## config.mk

```make
export PLATFORM = sky130hd
export DESIGN_NAME = sobel_stream
export DESIGN_NICKNAME = d
export VERILOG_FILES = /design/src/rtl/sobel_stream.sv
export SDC_FILE = /design/constraint.sdc
export NUM_CORES = 1
export LEC_CHECK = 0
export BUFFER_PORTS_ARGS = -buffer_cell sky130_fd_sc_hd__buf_2
export CELL_PAD_IN_SITES_DETAIL_PLACEMENT = 1
export CELL_PAD_IN_SITES_GLOBAL_PLACEMENT = 1
export CORE_MARGIN = 1.5
export CORE_UTILIZATION = 30
export CTS_CLUSTER_DIAMETER = 50
export DETAILED_ROUTE_END_ITERATION = 10
export HOLD_SLACK_MARGIN = 0.03
export PLACE_DENSITY_LB_ADDON = 0.1
export SLEW_MARGIN = 30
export SYNTH_ARGS = -nofsm -noshare
export SYNTH_HDL_FRONTEND = slang
export SYNTH_SLANG_ARGS = --single-unit
export TNS_END_PERCENT = 50
```

## constraint.sdc

```tcl
create_clock -name clk -period 10.9 [get_ports clk]
set_input_delay 0.545 -clock clk [delete_from_list [all_inputs] [get_ports clk]]
set_output_delay 0.545 -clock clk [all_outputs]
set_load 0.02 [all_outputs]
```

## src/rtl/sobel_stream.sv

```systemverilog
// Streaming 3x3 Sobel |Gx|+|Gy| engine with two line buffers and a valid/ready pixel stream.
// Optional macro SOBEL_THRESH_EN: emit a binary edge map (mag >= THRESH) instead of saturation.
module sobel_stream #(
   parameter int unsigned IMG_W  = 64,
   parameter int unsigned IMG_H  = 64,
   parameter int unsigned PIX_W  = 8,
   parameter int unsigned THRESH = 128
) (
   input  logic             clk,
   input  logic             rst_n,
   input  logic             in_valid,
   output logic             in_ready,
   input  logic [PIX_W-1:0] in_pixel,
   output logic             out_valid,
   input  logic             out_ready,
   output logic [PIX_W-1:0] out_pixel,
   output logic             out_last
);
   localparam int unsigned CW = $clog2(IMG_W);
   localparam int unsigned RW = $clog2(IMG_H);
   localparam int unsigned GW = PIX_W + 3;

   logic [CW-1:0]    col_q, col_d;
   logic [RW-1:0]    row_q, row_d;
   // Right two columns of the window: {top-l, top-r, mid-l, mid-r, bot-l, bot-r}
   logic [PIX_W-1:0] win_q [6];
   logic [PIX_W-1:0] win_d [6];
   logic [PIX_W-1:0] lb1_q [IMG_W];
   logic [PIX_W-1:0] lb2_q [IMG_W];

   logic             out_valid_q, out_valid_d;
   logic             out_last_q, out_last_d;
   logic [PIX_W-1:0] out_pixel_q, out_pixel_d;

   logic             accept, gen, col_end, row_end;
   logic [PIX_W-1:0] ct, cm, cb;
   logic signed [GW-1:0] gx, gy;
   logic [GW-1:0]    ax, ay, mag;
   logic [PIX_W-1:0] res;

   function automatic logic signed [GW-1:0] ext(input logic [PIX_W-1:0] x);
      return $signed({3'b000, x});
   endfunction

   assign in_ready  = !out_valid_q || out_ready;
   assign out_valid = out_valid_q;
   assign out_pixel = out_pixel_q;
   assign out_last  = out_last_q;

   always_comb begin
      accept  = in_valid && in_ready;
      col_end = (col_q == CW'(IMG_W - 1));
      row_end = (row_q == RW'(IMG_H - 1));
      gen     = (row_q >= RW'(2)) && (col_q >= CW'(2));

      ct = lb2_q[col_q];
      cm = lb1_q[col_q];
      cb = in_pixel;

      // Window after this accept: P0..P8 = {win_q[0], win_q[1], ct, win_q[2], win_q[3], cm, ...}
      gx = (ext(ct) + (ext(cm) <<< 1) + ext(cb))
         - (ext(win_q[0]) + (ext(win_q[2]) <<< 1) + ext(win_q[4]));
      gy = (ext(win_q[4]) + (ext(win_q[5]) <<< 1) + ext(cb))
         - (ext(win_q[0]) + (ext(win_q[1]) <<< 1) + ext(ct));
      ax  = gx[GW-1] ? -gx : gx;
      ay  = gy[GW-1] ? -gy : gy;
      mag = ax + ay;

`ifdef SOBEL_THRESH_EN
      res = (mag >= GW'(THRESH)) ? {PIX_W{1'b1}} : {PIX_W{1'b0}};
`else
      res = (mag[GW-1:PIX_W] != '0) ? {PIX_W{1'b1}} : mag[PIX_W-1:0];
`endif

      col_d = col_q;
      row_d = row_q;
      win_d = win_q;
      if (accept) begin
         win_d[0] = win_q[1];
         win_d[1] = ct;
         win_d[2] = win_q[3];
         win_d[3] = cm;
         win_d[4] = win_q[5];
         win_d[5] = cb;
         if (col_end) begin
            col_d = '0;
            row_d = row_end ? '0 : row_q + 1'b1;
         end else begin
            col_d = col_q + 1'b1;
         end
      end

      out_valid_d = out_valid_q;
      out_pixel_d = out_pixel_q;
      out_last_d  = out_last_q;
      if (accept && gen) begin
         out_valid_d = 1'b1;
         out_pixel_d = res;
         out_last_d  = row_end && col_end;
      end else if (out_ready) begin
         out_valid_d = 1'b0;
      end
   end

   always_ff @(posedge clk or negedge rst_n) begin
      if (!rst_n) begin
         col_q       <= '0;
         row_q       <= '0;
         out_valid_q <= 1'b0;
         out_pixel_q <= '0;
         out_last_q  <= 1'b0;
         for (int i = 0; i < 6; i++) begin
            win_q[i] <= '0;
         end
      end else begin
         col_q       <= col_d;
         row_q       <= row_d;
         win_q       <= win_d;
         out_valid_q <= out_valid_d;
         out_pixel_q <= out_pixel_d;
         out_last_q  <= out_last_d;
      end
   end

   // Line buffers carry no reset; stale contents never reach the output.
   always_ff @(posedge clk) begin
      if (accept) begin
         lb1_q[col_q] <= in_pixel;
         lb2_q[col_q] <= lb1_q[col_q];
      end
   end

endmodule

```

==> results.txt <==
The HPWL after detailed placement is between 100000 and 150000 µm. The source of the worst register-to-register timing path is col_q[0]. The fraction of layout instances using a drive strength above 1 came out at a little over a fifth. The number of cell rows came out at 142. Across every metal layer, demand over resource in global routing totals 22.0%. The average footprint of a synthesized cell is 16.5 µm². The die area came out at 154000 µm². The number of global-route vias before repair came out at 28.3k. The global-route wire length before repair is 235000 µm. By area, the combinational part of the netlist is dominated by compound AO/OA/AOI/OAI gates.

Leaving out fill and tap cells, the most frequent cell in the layout is sky130_fd_sc_hd__edfxtp_1. Counting every instance in the synthesized netlist gives approximately 2.8k. The via count came out at 27.0k. The number of synthesized register bits is between 1k and 1.5k.

In the post-route analysis, the smallest setup slack over all paths is 1.23 ns. Setup repair after global routing left no endpoint under its margin. The total congestion overflow after global routing came out at 0. In this run the clock root is driven by a sky130_fd_sc_hd__clkbuf_16. The flow ran to the end, and the final reports show no timing, DRC or antenna violations. The xor-xnor portion of the synthesized cell area came out at 0.654%. The detailed router's first-iteration violation count came out at around 2.6k. The data arrival time at the worst-slack endpoint came out at 10.31 ns. The maximum fanout encountered on the critical timing path is 42. The net count of the finished layout is 3061. The placer's final routability congestion estimate is 0.857. STA classifies the critical path endpoint as a flop. The setup TNS came out at 0 ns. The post-cts repair resize count came out at 0.

The post-synthesis adder-cell area fraction came out at under 10%. The most used flip-flop cell after synthesis is sky130_fd_sc_hd__edfxtp_1. The worst slack at placement came out at 1.20 ns. The area inside the core boundary is roughly 150000 µm². The final hold violation count came out at 0. The worst relative slew slack is 33.4%. The number of buffer cells added on primary ports is 22. The clock passes through at most 3 buffers. The number of distinct library cells after synthesis is 83. Summing all multi-input logic gate instances after layout gives 12100 µm². The mux share of post-synthesis cell area came out at 8.24%. The required time at the endpoint of the critical path came out at between 10 and 15 ns. The floorplan step set the die height to 393 µm. The pin count of the biggest net entering global routing came out at 74. The final layout contains routed wiring with a total length of around 170000 µm. The post-detailed-route via-to-cell ratio is between 5 and 6.

The layout has 15.2k filler cells. The number of stages on the worst hold path came out at 3. The post-synthesis compound-gate area fraction came out at 9.16%. The setup check on the worst reg-to-reg path leaves a slack of roughly 1.2 ns. The worst register-to-register path ends at out_pixel[6]. Clock tree synthesis inserted a total of 143 buffers.

The share of flip-flops with an asynchronous set or reset is about 6.4%. TritonCTS built the clock tree. The initial utilization of the core area, before any placement, comes to about 30%. The antenna violation net count after detailed routing is 0. The maximum single-stage delay on the critical path is 0.95 ns. Measured along the x axis, the die boundary spans 393 µm.

The worst path buffer plus inverter count came out at 6. The final number of max-transition violations is 0. The clock latency on the worst-skew pair came out at 0.79 ns.

The final clock skew came out at 0.0340 ns. The post-synthesis instance area is 45500 µm². The count of clock tree sinks is about 1.1k. The logic depth of the worst path, buffers included came out at 29.

The period utilization came out at between 80% and 90%. The achievable clock frequency came out at 0.103 GHz. The routed length per placed instance came out at around 33 µm. The tightest min-delay check is of the in -> reg type.

The worst reg-to-reg path cell count came out at 29. The transition time at the pin with the least slew margin came out at 0.989 ns. On the critical path, the stage with the largest delay is an instance of sky130_fd_sc_hd__dfrtp_4. The post-synthesis simple-gate area fraction came out at 4.14%. The residual DRC count came out at 0. Counting every net in the synthesized netlist gives 2879. In this run the most critical hold path is launched from out_ready. The critical path is of the reg -> reg type. Grouping stages by cell kind, the critical path spends the most delay in adder cells. Setup violations remaining at the end of the flow were counted as 0. Leaving out fill and tap cells, the most frequent cells in the layout are sky130_fd_sc_hd__edfxtp_1 (1024), sky130_fd_sc_hd__buf_4 (164), sky130_fd_sc_hd__nand2_1 (146). The area taken by flip-flops and latches is 32500 µm².

The number of maximum-capacitance constraint violations came out at 0. From synthesis to final layout, the design area changed by 18.1%. The I/O pin count is 23. The number of enable flip-flop cells after synthesis came out at 1024.

The end of the worst hold path is out_valid. The sequential-to-total area share from yosys stat is between 70% and 80%. The post-route minimum period is 9.67 ns. The post-CTS clock slew at the launch and capture registers of the worst setup and hold paths came out at 0.05 ns. The clock tree synthesis step divided the H-tree into 4 levels. The count of TritonRoute iterations in the first routing pass is 5. During synthesis, Yosys emitted a total of 0 warnings. The kind of start point of the critical path is a flop.

The number of antenna violations at the first check in global routing came out at 10.
layout make-up:
class / count / area share [%]
inverter: 108 / 0.756
tap: 2016 / 4.69
sequential: 1094 / 60.5
multi-input combinational: 1404 / 22.5
antenna: 1 / 0.00465
clock inverter: 89 / 1.92
timing repair buffer: 195 / 2.78
clock buffer: 171 / 6.93
per-stage QoR:
| stage | util [%] | std cells | cell area [µm²] | hold slack (ns) |
|---|---|---|---|---|
| after floorplan | - | 2764 | 45500 | 0.249 |
| after global placement | 32.6 | 4815 | 49000 | 0.382 |
| after detailed placement | 32.6 | 4816 | 49000 | 0.387 |
| after CTS | 35.8 | 5077 | 53800 | 0.0583 |
| after global routing | 35.8 | 5077 | 53800 | 0.101 |
| final | 35.8 | 5078 | 53800 | 0.117 |
worst max-delay path by stage:
| stage | start | end | slack (ns) |
|---|---|---|---|
| 6_report | col_q[0] | out_pixel[6] | 1.23 |
| 3_3_place_gp | col_q[0] | out_pixel[6] | 1.15 |
| 4_1_cts | col_q[0] | out_pixel[6] | 1.14 |
| 5_1_grt | col_q[0] | out_pixel[6] | 0.62 |
| 3_5_place_dp | col_q[0] | out_pixel[6] | 1.20 |
| 2_1_floorplan | col_q[0] | out_pixel[6] | 2.53 |
worst reg2reg max path, delay by kind of cell, from the launching register on:
kind                     cells  cell delay [ns]
buffers and inverters        6             1.30
adder cells (fa/ha/maj)      5             2.18
XOR/XNOR                     1             0.17
AND/OR/NAND/NOR              6             1.64
multiplexers                 3             1.21
AO/OA/AOI/OAI                8             2.05
flip-flops                   1             0.95
cells in the mapped netlist (14+ instances only):
cell type                  number  area share [%]
sky130_fd_sc_hd__a21oi_1       59            0.65
sky130_fd_sc_hd__a221o_1       21            0.46
sky130_fd_sc_hd__a221oi_1     135             2.6
sky130_fd_sc_hd__a22o_1        26            0.50
sky130_fd_sc_hd__a22oi_1       55            0.91
sky130_fd_sc_hd__buf_1         17            0.14
sky130_fd_sc_hd__buf_2         40            0.44
sky130_fd_sc_hd__buf_4         15            0.25
sky130_fd_sc_hd__clkbuf_1      78            0.64
sky130_fd_sc_hd__dfrtp_1       70             3.8
sky130_fd_sc_hd__edfxtp_1    1024              68
sky130_fd_sc_hd__fa_1          63             2.8
sky130_fd_sc_hd__ha_1          40             1.1
sky130_fd_sc_hd__inv_1        106            0.87
sky130_fd_sc_hd__mux2_2        79             2.0
sky130_fd_sc_hd__mux2i_1      126             2.8
sky130_fd_sc_hd__mux4_2        68             3.4
sky130_fd_sc_hd__nand2_1      146             1.2
sky130_fd_sc_hd__nand3_1       22            0.24
sky130_fd_sc_hd__nor2_1       175             1.4
sky130_fd_sc_hd__o21ai_0       91             1.0
sky130_fd_sc_hd__o221ai_1      14            0.27
sky130_fd_sc_hd__o22ai_1       55            0.76
sky130_fd_sc_hd__xnor2_1       21            0.40
cell families after synthesis:
group / count (synthesis)
adders and majority gates: 103
and+or+nand+nor: 428
xor gates and xnor gates: 34
buffers and inverters: 266
AOI/OAI and AO/OA: 563
muxes: 276
DFF: 1094
metal layers:
| layer | GRT usage [%] | vias up | wire [µm] |
|---|---|---|---|
| met5 | 0 | - | 12 |
| met4 | 6.54 | 2 | 4540 |
| met3 | 4.34 | 221 | 10000 |
| met2 | 34.8 | 838 | 78300 |
| met1 | 30.5 | 14600 | 74400 |
| li1 | - | 11400 | - |
sequential cells by signal (all words and copies together), names as in the netlist:
| name | count |
|---|---|
| row_q | 6 |
| out_pixel | 8 |
| win_q | 48 |
| out_valid | 1 |
| out_last | 1 |
| lb1_q | 512 |
| lb2_q | 512 |
| col_q | 6 |
repair_timing:
item                                   4_1_cts  5_1_grt
setup endpoints to repair                    0        0
setup buffers                                0        0
endpoints found under the hold margin        8        0
hold buffers                                 1        0
Power is left out: the tool's default activity adds up to more than one toggle a clock period on the data nets, which glitch-free logic cannot reach.
